--- config.mk ---
export PLATFORM = sky130hd
export DESIGN_NAME = copro_arb
export DESIGN_NICKNAME = d
export VERILOG_FILES = /design/src/rtl/copro_arb.sv
export SDC_FILE = /design/constraint.sdc
export NUM_CORES = 1
export LEC_CHECK = 0
export CORE_AREA = 5 5 137 139
export CTS_BUF_LIST = sky130_fd_sc_hd__clkbuf_8
export CTS_CLUSTER_SIZE = 25
export DETAILED_ROUTE_END_ITERATION = 8
export DIE_AREA = 0 0 142 144
export GPL_TIMING_DRIVEN = 0
export PLACE_DENSITY_LB_ADDON = 0.25
export REMOVE_ABC_BUFFERS = 1
export SYNTH_ARGS = -nofsm -noshare
export SYNTH_HDL_FRONTEND = slang
export SYNTH_SLANG_ARGS = --single-unit
--- constraint.sdc ---
create_clock -name i_ck -period 6.5 [get_ports i_ck]
set_input_delay 0.65 -clock i_ck [delete_from_list [all_inputs] [get_ports i_ck]]
set_output_delay 0.65 -clock i_ck [all_outputs]
set_load 0.02 [all_outputs]
--- src/rtl/copro_arb.sv ---
// Round-robin arbiter that shares one 32x32->64 multiply coprocessor among NREQ clients.
// Each grant sequences push A, push B, start, wait ready, pop hi, pop lo, then responds.
module copro_arb #(
    parameter int NREQ = 2,
    parameter int TMO  = 255
) (
    input  logic                 i_ck,
    input  logic                 i_rb,
    input  logic [NREQ-1:0]      i_req,
    input  logic [NREQ*32-1:0]   i_opa,
    input  logic [NREQ*32-1:0]   i_opb,
    output logic [NREQ-1:0]      o_gnt,
    output logic [NREQ-1:0]      o_rsp_vld,
    output logic [63:0]          o_rsp_data,
    output logic                 o_rsp_err,
    output logic                 o_cp_start,
    input  logic                 i_cp_ready,
    output logic                 o_cp_dpsh,
    output logic [31:0]          o_cp_dinp,
    output logic                 o_cp_dpop,
    input  logic [31:0]          i_cp_dout
);

    // state    | meaning
    // IDLE     | no transaction, arbitrating
    // PUSH_A   | pushing operand A
    // PUSH_B   | pushing operand B
    // GAP      | idle cycle between pushes and start
    // START    | start pulse to coprocessor
    // WAIT     | waiting for cp_ready rising edge or timeout
    // POP_HI   | popping result[63:32]
    // POP_LO   | popping result[31:0]
    // RESP     | response pulse to the granted requester
    typedef enum logic [3:0] {
        S_IDLE, S_PUSH_A, S_PUSH_B, S_GAP, S_START,
        S_WAIT, S_POP_HI, S_POP_LO, S_RESP
    } state_t;

    localparam int IW = (NREQ > 1) ? $clog2(NREQ) : 1;
    localparam int CW = $clog2(TMO + 1);

    state_t             r_state;
    logic [IW-1:0]      r_rr;
    logic [IW-1:0]      r_idx;
    logic [31:0]        r_opb;
    logic [31:0]        r_hi;
    logic [CW-1:0]      r_cnt;
    logic               r_rdy_prev;
    logic [NREQ-1:0]    r_gnt;
    logic [NREQ-1:0]    r_rsp_vld;
    logic [63:0]        r_rsp_data;
    logic               r_rsp_err;
    logic               r_cp_start;
    logic               r_cp_dpsh;
    logic [31:0]        r_cp_dinp;
    logic               r_cp_dpop;

    logic               w_pick_vld;
    logic [IW-1:0]      w_pick_idx;
    logic [NREQ-1:0]    w_pick_oh;
    logic [31:0]        w_sel_a;
    logic [31:0]        w_sel_b;
    logic [IW-1:0]      w_rr_next;
    logic               w_rdy_edge;

    // Scan from the farthest candidate down so the one nearest the pointer wins.
    always_comb begin
        w_pick_vld = 1'b0;
        w_pick_idx = '0;
        for (int k = NREQ - 1; k >= 0; k--) begin
            int j;
            j = int'(r_rr) + k;
            if (j >= NREQ) j = j - NREQ;
            if (i_req[j]) begin
                w_pick_vld = 1'b1;
                w_pick_idx = IW'(j);
            end
        end
    end

    assign w_pick_oh  = {{(NREQ-1){1'b0}}, 1'b1} << w_pick_idx;
    assign w_sel_a    = i_opa[32*w_pick_idx +: 32];
    assign w_sel_b    = i_opb[32*w_pick_idx +: 32];
    assign w_rr_next  = (r_idx == IW'(NREQ - 1)) ? '0 : r_idx + 1'b1;
    assign w_rdy_edge = i_cp_ready && !r_rdy_prev;

    always_ff @(posedge i_ck or posedge i_rb) begin
        if (i_rb) begin
            r_state    <= S_IDLE;
            r_rr       <= '0;
            r_idx      <= '0;
            r_opb      <= '0;
            r_hi       <= '0;
            r_cnt      <= '0;
            r_rdy_prev <= 1'b0;
            r_gnt      <= '0;
            r_rsp_vld  <= '0;
            r_rsp_data <= '0;
            r_rsp_err  <= 1'b0;
            r_cp_start <= 1'b0;
            r_cp_dpsh  <= 1'b0;
            r_cp_dinp  <= '0;
            r_cp_dpop  <= 1'b0;
        end else begin
            r_rdy_prev <= i_cp_ready;
            case (r_state)
                S_IDLE: begin
                    if (w_pick_vld) begin
                        r_idx     <= w_pick_idx;
                        r_opb     <= w_sel_b;
                        r_gnt     <= w_pick_oh;
                        r_cp_dpsh <= 1'b1;
                        r_cp_dinp <= w_sel_a;
                        r_state   <= S_PUSH_A;
                    end
                end
                S_PUSH_A: begin
                    r_cp_dinp <= r_opb;
                    r_state   <= S_PUSH_B;
                end
                S_PUSH_B: begin
                    r_cp_dpsh <= 1'b0;
                    r_cp_dinp <= '0;
                    r_state   <= S_GAP;
                end
                S_GAP: begin
                    r_cp_start <= 1'b1;
                    r_cnt      <= CW'(TMO - 1);
                    r_state    <= S_START;
                end
                S_START: begin
                    r_cp_start <= 1'b0;
                    r_state    <= S_WAIT;
                end
                // A ready edge on the final counted cycle still wins over the timeout.
                S_WAIT: begin
                    if (w_rdy_edge) begin
                        r_cp_dpop <= 1'b1;
                        r_state   <= S_POP_HI;
                    end else if (r_cnt == '0) begin
                        r_rsp_vld  <= r_gnt;
                        r_rsp_data <= '0;
                        r_rsp_err  <= 1'b1;
                        r_state    <= S_RESP;
                    end else begin
                        r_cnt <= r_cnt - 1'b1;
                    end
                end
                S_POP_HI: begin
                    r_hi    <= i_cp_dout;
                    r_state <= S_POP_LO;
                end
                S_POP_LO: begin
                    r_cp_dpop  <= 1'b0;
                    r_rsp_vld  <= r_gnt;
                    r_rsp_data <= {r_hi, i_cp_dout};
                    r_rsp_err  <= 1'b0;
                    r_state    <= S_RESP;
                end
                S_RESP: begin
                    r_rsp_vld  <= '0;
                    r_rsp_data <= '0;
                    r_rsp_err  <= 1'b0;
                    r_gnt      <= '0;
                    r_rr       <= w_rr_next;
                    r_state    <= S_IDLE;
                end
                default: r_state <= S_IDLE;
            endcase
        end
    end

    assign o_gnt      = r_gnt;
    assign o_rsp_vld  = r_rsp_vld;
    assign o_rsp_data = r_rsp_data;
    assign o_rsp_err  = r_rsp_err;
    assign o_cp_start = r_cp_start;
    assign o_cp_dpsh  = r_cp_dpsh;
    assign o_cp_dinp  = r_cp_dinp;
    assign o_cp_dpop  = r_cp_dpop;

endmodule

==> impl_metrics.csv, run 1 <==
group,metric,value,unit
timing,slew_headroom,32.1,%
logic_synthesis,synth.distinct_cells,44,
logic_synthesis,synthTopCellsByCount,"dfrtp_1, nand2_1, o21ai_0, a22o_1, nor2_1",
clock_network,cts_buffers,17,
power,power_density,464,mW/mm^2
place,pre_cts_ws,3.45,ns
floorplan,rows,49,
logic_synthesis,synth_area_leaders,"dfrtp_1, a22o_1, mux2i_1",
clock_network,clk_pin_slew_worst_paths,0.10,ns
cells_and_area,drive_gt1_share,9.41,%
floorplan,initial_core_util,45.6,%
power,p_switching,2080,uW
grt,grt_start_max_net_pins,111,
worst_setup_path,reg2reg_to,"o_rsp_data[9]",
place,place_inst,1175,
cells_and_area,final_cells,1207,
routing,drc,0,
grt,antenna_found_initial,0,
timing,slew_violations,0,
clock_network,cts_max_level,4,
timing,setup_ws,3.80,ns
floorplan,core,0.0175,sq mm
timing,tightest_slew,1.01,ns
worst_setup_path,critPathArrivalTime,3.05,ns
cells_and_area,fillCellCount,1401,
place,dp_hpwl,15300,microns
logic_synthesis,synth_most_common_cell,"dfrtp_1",
worst_hold_path,holdPathEnd,"r_rr",
timing,hold_viol,0,
grt,grt_overflow_total,0,
clock_network,post_cts_buffers,0,
power,power_frac_comb,47.7,%
logic_synthesis,synth_flop_cell,"dfrtp_1",
floorplan,io-pin-count,269,
run_status,status,"finished clean",
grt,track_usage,20.5,%
routing,vias_per_cell,5.38,
logic_synthesis,avgSynthCellArea,11.1,sq um
worst_setup_path,end_kind,"flip-flop",
worst_setup_path,r2r_start,"r_state[0]",
logic_synthesis,yosysTopAreaCell,"dfrtp_1",
logic_synthesis,syn_inst,720,
cells_and_area,final_area,0.0115,sq mm
logic_synthesis,ys_warn_count,0,
logic_synthesis,synth_seq_cells,183,
timing,finalSetupViolations,0,
worst_hold_path,hold_class,"flip-flop to flip-flop",
worst_setup_path,r2r_cells,6,
logic_synthesis,synth-edff-count,0,
timing,period_share,41.5,%
worst_setup_path,critical_path_required,6.85,ns
timing,fin_crit,2.70,ns
logic_synthesis,async_flop_share,100,%
routing,dr.pass1.iters,4,
place,gp_congestion,0.782,
power,switching_share,39.0,%
grt,grt_pass1_vias,6168,
timing,rsz0062_at_grt,"no",
place,placed_cell_area,0.0110,sq mm
cells_and_area,syn_to_final_growth,43.3,%
worst_setup_path,r2r_slack,3.80,ns
power,max-vdd-ir-drop,0.218,mV
routing,wl_per_cell,17.4,microns
power,finalPower,5320,uW
routing,vias,6492,
cells_and_area,nNetsFinal,1132,
worst_setup_path,cp_max_fo,26,
routing,ant_nets,0,
floorplan,die_w,142,microns
power,leakage,0.00507,uW
worst_setup_path,start_kind,"flip-flop",
worst_setup_path,critical_path_class,"flip-flop to flip-flop",
clock_network,insertion_delay,0.46,ns
worst_hold_path,hold_depth,1,
place,numPortBuffers,268,
clock_network,hold_buffers,0,
timing,max_freq,370,MHz
logic_synthesis,yosysTopAreaCellShare,57.2,%
worst_hold_path,min_from,"r_idx",
clock_network,cts_resized,0,
power,p_int,3240,uW
flow_run,maxCapViolations,0,
routing,routed_wirelength,21100,microns
routing,dr.first_iter.drc_count,339,
cells_and_area,n_antenna_cell,0,
clock_network,clkSinkCount,183,
timing,hold_ws,0.465,ns
clock_network,cts_tree,"built",
clock_network,clockRootBuffer,"clkbuf_8",
clock_network,max-clock-path-buffers,2,
logic_synthesis,syn_area,0.00800,sq mm
logic_synthesis,ys_seq_area_share,57.2,%
power,p_seq_share,37.5,%
floorplan,dieArea,0.0204,sq mm
grt,grt_first_pass_wirelength,33300,microns
timing,fin_skew,0.0182,ns
floorplan,die_h,144,microns
power,pwr-share-clk,14.8,%
logic make-up after synthesis:
group,Yosys count,share of synthesized area [%]
multiplexers,70,9.38
adder cells (fa/ha/maj),2,0.313
flip-flops,183,57.2
AND/OR/NAND/NOR,185,11.2
AO/OA/AOI/OAI,217,18.4
buffers and inverters,63,3.44
sequential cells by signal (all words and copies together), names as in the netlist, 2 cells and up:
register	count
o_gnt	2
r_state	4
o_rsp_vld	2
o_cp_dinp	32
r_opb	32
r_cnt	8
o_rsp_data	64
r_hi	32
critical path, stage by stage, from the launching register on:
cell     delay [ns]
dfrtp_1        0.59
nand2_1        0.19
nor3b_2        0.87
nor3_4         0.29
buf_8          0.26
buf_8          0.18
a22o_1         0.19
layer usage:
| metal | track usage [%] | vias to the layer above | wire (microns) |
|---|---|---|---|
| met5 | 0 | - | 0 |
| met4 | 7.32 | 0 | 461 |
| met3 | 6.22 | 32 | 1950 |
| met2 | 31.4 | 275 | 9770 |
| met1 | 27.9 | 3085 | 8870 |
| li1 | - | 3100 | - |
final cells by class:
class                           instances  area, sq um  area share [%]
Sequential cell                       183         4580            40.0
Multi-Input combinational cell        474         3180            27.8
Timing Repair Buffer                  285         2970            25.9
Tap cell                              229          287            2.50
Clock buffer                           17          234            2.04
Clock inverter                         15          185            1.62
Inverter                                4         22.5           0.196
through the flow:
step	util (%)	TNS, ns
final	65.4	0
after global placement	61.1	-678.40
after CTS	65.4	0
after floorplan	-	-25.85
after global routing	65.4	0
after detailed placement	63.0	0
worst max path at each step:
stage	slack, ns	to	start	depth (start not counted)
3_5_place_dp	3.45	o_rsp_data[24]	i_cp_ready	7
6_report	3.80	o_rsp_data[9]	r_state[0]	6
3_3_place_gp	-5.98	o_rsp_vld[0]	r_state[0]	4
4_1_cts	3.79	o_rsp_data[24]	r_state[0]	6
5_1_grt	3.57	o_rsp_data[23]	r_state[0]	6
2_1_floorplan	-0.55	o_rsp_vld[0]	r_state[0]	4
cell usage in the layout (no fill, tap or decap), drive strengths merged, types with 2 or more instances in the layout:
cell type / count
buf: 18
clkdlybuf4s50: 267
a22o: 64
clkinvlp: 2
o21ai: 71
dfrtp: 183
a21boi: 32
or4: 3
nor4: 3
inv: 10
mux2i: 36
ha: 2
nor3: 6
mux2: 34
clkbuf: 17
nand2: 72
nor4b: 2
a21oi: 8
nand2b: 3
o31ai: 3
clkinv: 6
nand3: 2
a31oi: 34
nor2b: 5
nor2: 48
and3: 33
power by group through the flow:
stage	logic [uW]	registers, uW	clock network [uW]
floorplan	1020	2330	0
global placement	2440	1990	0
detailed placement	2570	2010	0
CTS	2570	1990	811
global route	2750	2070	856
finish	2540	1990	788
(Power assumes the default switching activity.)
==> run 2, diff against run 1 <==
==> constraint.sdc (replaced) <==
create_clock -name i_ck -period 2.7 [get_ports i_ck]
set_input_delay 0.27 -clock i_ck [delete_from_list [all_inputs] [get_ports i_ck]]
set_output_delay 0.27 -clock i_ck [all_outputs]
set_load 0.02 [all_outputs]
==> impl_metrics.csv, run 2 (synthesized netlist as in run 1, its figures left out) <==
group,metric,value,unit
worst_setup_path,critPathArrivalTime,2.86,ns
cells_and_area,fillCellCount,1396,
place,pre_cts_ws,0.0221,ns
floorplan,die_h,144,microns
worst_setup_path,path_buf_inv,3,
worst_setup_path,path_delay_family,"simple AND/OR/NAND/NOR gates",
worst_setup_path,r2r_start,"r_cnt[0]",
timing,max_freq,397,MHz
worst_setup_path,r2r_cells,8,
place,placed_cell_area,0.0110,sq mm
place,gp_congestion,0.782,
cells_and_area,final_area,0.0115,sq mm
worst_setup_path,critical_path_class,"flip-flop to flip-flop",
clock_network,cts_buffers,17,
cells_and_area,drive_gt1_share,9.50,%
timing,fin_crit,2.52,ns
floorplan,rows,49,
clock_network,clkSinkCount,183,
cells_and_area,fin_util,65.5,%
power,power_density,1120,mW/mm^2
routing,drc,0,
floorplan,initial_core_util,45.6,%
routing,vias_per_cell,5.38,
floorplan,dieArea,0.0204,sq mm
worst_setup_path,worst_path_most_repeated_cell,"buf_8",
worst_setup_path,cp_max_fo,26,
floorplan,die_w,142,microns
routing,wl_per_cell,17.6,microns
timing,slew_headroom,37.1,%
worst_setup_path,r2r_slack,0.18,ns
place,place_inst,1175,
clock_network,post_cts_buffers,0,
cells_and_area,final_cell_mix,"clkdlybuf4s50_1, dfrtp_1, nand2_1, o21ai_0, a22o_1",
routing,vias,6493,
cells_and_area,n_antenna_cell,0,
clock_network,max-clock-path-buffers,2,
routing,dr.pass1.iters,4,
cells_and_area,final_common_cell,"clkdlybuf4s50_1",
grt,grt_first_pass_wirelength,33300,microns
power,max-vdd-ir-drop,0.527,mV
flow_run,maxCapViolations,0,
worst_setup_path,reg2reg_to,"o_rsp_data[9]",
worst_setup_path,path_cells,"inv_1 -> ha_1 -> or3b_2 -> nor4b_4 -> nor3_4 -> buf_8 -> buf_8 -> a22o_1",
grt,antenna_found_initial,0,
place,numPortBuffers,268,
clock_network,clk_pin_slew_worst_paths,0.10,ns
clock_network,cts_max_level,4,
worst_setup_path,slowest_delay,0.50,ns
timing,finalSetupViolations,0,
worst_hold_path,hold_class,"primary input to async pin",
routing,ant_nets,0,
timing,period_share,93.2,%
clock_network,cts_tree,"built",
cells_and_area,syn_to_final_growth,43.6,%
grt,track_usage,20.5,%
worst_setup_path,critical_path_required,3.04,ns
worst_setup_path,start_kind,"flip-flop",
grt,grt_overflow_total,0,
timing,setup_ws,0.183,ns
power,leakage,0.00508,uW
cells_and_area,largest_reg_flops,64,
worst_setup_path,critPathSlowestCell,"or3b_2",
cells_and_area,nNetsFinal,1133,
timing,fin_skew,0.0211,ns
timing,tightest_slew,0.938,ns
routing,routed_wirelength,21200,microns
timing,slew_violations,0,
routing,dr.first_iter.drc_count,344,
place,dp_hpwl,15300,microns
grt,grt_pass1_vias,6167,
clock_network,clockRootBuffer,"clkbuf_8",
floorplan,core,0.0175,sq mm
grt,grt_start_max_net_pins,111,
clock_network,insertion_delay,0.45,ns
worst_setup_path,end_kind,"flip-flop",
timing,hold_viol,0,
floorplan,io-pin-count,269,
timing,rsz0062_at_grt,"no",
run_status,status,"finished clean",
cells_and_area,final_cells,1208,
-- run 2: worst reg2reg max path: cells and delay by family (launching register included) --
kind            cells  cell delay [ns]
flops               1             0.39
compound gates      1             0.20
simple gates        3             1.11
buf+inv             3             0.56
fa+ha+maj           1             0.17
-- run 2: power breakdown --
part	switching, uW	internal (uW)
logic	3130	2990
registers	777	4030
clock network	1110	790
-- run 2: stage by stage --
step | setup TNS [ns] | hold slack (ns) | power, uW
6_report | 0 | 0.264 | 12800
5_1_grt | 0 | 0.263 | 13700
4_1_cts | 0 | 0.265 | 12900
3_5_place_dp | 0 | 0.452 | 11000
3_3_place_gp | -1748.25 | 0.429 | 10500
2_1_floorplan | -780.34 | 0.301 | 8070
-- run 2: repair_timing --
item                                    4_1_cts  5_1_grt
pin swaps                                     0        1
gates resized for setup                       1        1
endpoints found under the setup margin        4       26
endpoints found under the hold margin         0        0
cloned                                        0        1
hold buffers                                  0        0
-- run 2: final cells by class --
cell class              count  area, sq um  area share, %
repair buffers            285         2970           25.9
clock buffers              17          234           2.04
flip-flops and latches    183         4580           39.9
clock inverters            15          185           1.61
multi-input cells         475         3210           27.9
well taps                 229          287           2.49
inverters                   4         22.5          0.196
-- run 2: worst max-delay path by stage --
| stage | startpoint | endpoint | slack [ns] | cells after the start |
|---|---|---|---|---|
| floorplan | r_state[0] | o_rsp_vld[0] | -4.35 | 4 |
| finish | r_cnt[0] | o_rsp_data[9] | 0.18 | 8 |
| global placement | r_state[0] | o_rsp_vld[0] | -9.78 | 4 |
| detailed placement | r_state[0] | o_rsp_data[24] | 0.02 | 6 |
| CTS | r_state[3] | o_rsp_data[24] | 0.08 | 6 |
| global route | r_cnt[0] | o_rsp_data[23] | 0.02 | 8 |
-- run 2: layer usage --
| metal | share of wire [%] | global-route usage, % | wire, microns |
|---|---|---|---|
| met5 | 0 | 0 | 0 |
| met3 | 9.3 | 6.22 | 1970 |
| met1 | 42 | 27.9 | 8960 |
| met4 | 2.3 | 7.32 | 483 |
| met2 | 46 | 31.4 | 9800 |
==> patch 1, RTL diff (config.mk and constraints of run 1) <==
Set the parameter `NREQ` to 1 (it was 2).
--- a/src/rtl/copro_arb.sv
+++ b/src/rtl/copro_arb.sv
@@ -2,5 +2,5 @@
 // Each grant sequences push A, push B, start, wait ready, pop hi, pop lo, then responds.
 module copro_arb #(
-    parameter int NREQ = 2,
+    parameter int NREQ = 1,
     parameter int TMO  = 255
 ) (
Ports: changed (5 resized); port bits go from 269 to 202. The function was not compared with the original's and may differ.
==> patch 1 against run 1 <==
- cell count down 20%
- total power shrank 5.5%
- synthesized cell count decreased by 27%
- sequential share of layout area rose by 5.4 points
- highest routed layer unchanged
- routed wire length shrank 17%
- setup slack gained 0.13 ns
- final area is 14% lower
- area after synthesis is 12% lower
- sequential cell count down 4
==> patch 1: results (changes against run 1) <==
Drt
  • Routed via count: 5029 (-23%)
  • Initial DRC Count: 202 (-40%)
  • Final WL: 17500 µm (-17%)
  • Via density: 5.23 (-2.7%)

Power
  • Psw: 1.82 mW (-12%)
  • Switching share of power: 36.3% (-2.7 points)
  • Pleak: 4.22 nW (-17%)
  • Clock distribution power: 0.860 mW (+9.1%)

Worst setup path
  • Crit Path Max Fanout: 28 (+7.7%)
  • Worst R2R End: o_rsp_data[60]
  • CP max stage cell: nor2_4
  • CP peak stage delay: 0.64 ns (-0.23 ns)
  • Flop-to-flop setup slack: 3.93 ns (+0.13 ns)
  • Cells on worst reg2reg path: 7 (+1)
  • CP Data Arrival Time: 2.91 ns (-0.14 ns)

Synthesis
  • Synth Area in Compound Gates: 16.6% (-1.8 points)
  • Commonest cells post-synth: dfrtp_1 (179), a22o_1 (65), nor2_1 (45)
  • Synth top area cells: dfrtp_1 (64%), a22o_1 (8.1%), mux2_1 (6.4%), mux2_2 (3.8%), a22oi_1 (3.4%)
  • Post-synthesis sequential area ratio: 63.6% (+6.4 points)
  • Multiplexer area fraction after synthesis: 10.7% (+1.4 points)
  • Avg Cell Area, Syn: 13.4 µm² (+20%)

STA
  • Clock Skew: 0.00959 ns (-0.00858 ns)

Placement
  • Placed cell count: 931 (-21%)
  • Buffers added on ports: 201 (-25%)
  • Placed Area: 0.00942 mm² (-15%)
  • GPL Wtd Cong: 0.783 (+0.12%)
  • Dpl hpwl: 11900 µm (-22%)

Global route
  • Largest net degree at the start of global routing: 103 (-7.2%)
  • Global-route wire length before repair: 28400 µm (-15%)
  • Vias in the first global route: 5218 (-15%)
  • Overall routing resource usage: 17.4% (-3.1 points)

Run status
  • Status: complete, no violations

Finish
  • Nets: 823 (-27%)
==> patch 1: critical path: cells and delay by family (launching register included) <==
kind,cells,cell delay (ns)
and+or+nand+nor,2,0.90
AOI/OAI and AO/OA,2,0.36
DFF,1,0.63
buffers and inverters,3,0.54
==> patch 1: layer usage <==
metal / up-vias / GRT usage [%] / share of wire [%]
met5: - / 0 / 0
met3: 12 / 6.08 / 8.5
met4: 0 / 4.90 / 0.86
li1: 2325 / - / -
met1: 2514 / 23.5 / 45
met2: 178 / 26.8 / 46
==> patch 1: cells by family after synthesis <==
logic type	count (synthesis)
and+or+nand+nor	80
buffers and inverters	43
adders and majority gates	2
muxes	67
DFF	179
AOI/OAI and AO/OA	156
==> patch 1: through the flow <==
| stage | setup slack, ns | hold WS, ns |
|---|---|---|
| 2_1_floorplan | 0.991 | 0.459 |
| 3_3_place_gp | -1.25 | 0.467 |
| 3_5_place_dp | 3.69 | 0.475 |
| 4_1_cts | 3.94 | 0.499 |
| 5_1_grt | 3.75 | 0.517 |
| 6_report | 3.93 | 0.494 |
==> patch 1: worst min-delay path by stage <==
| stage | from | end | slack (ns) |
|---|---|---|---|
| global route | r_hi[30] | o_rsp_data[62] | 0.52 |
| floorplan | r_hi[0] | r_hi[0] | 0.46 |
| CTS | r_hi[6] | r_hi[6] | 0.50 |
| detailed placement | r_hi[1] | r_hi[1] | 0.47 |
| finish | r_hi[17] | r_hi[17] | 0.49 |
| global placement | r_hi[20] | r_hi[20] | 0.47 |
==> patch 1: final cells by class <==
cell class | instances | area, µm²
well taps | 229 | 287
repair buffers | 213 | 2230
clock inverters | 12 | 204
multi-input cells | 305 | 2390
flip-flops and latches | 179 | 4480
fillers | 1449 | 7670
clock buffers | 18 | 248
inverters | 5 | 26.3
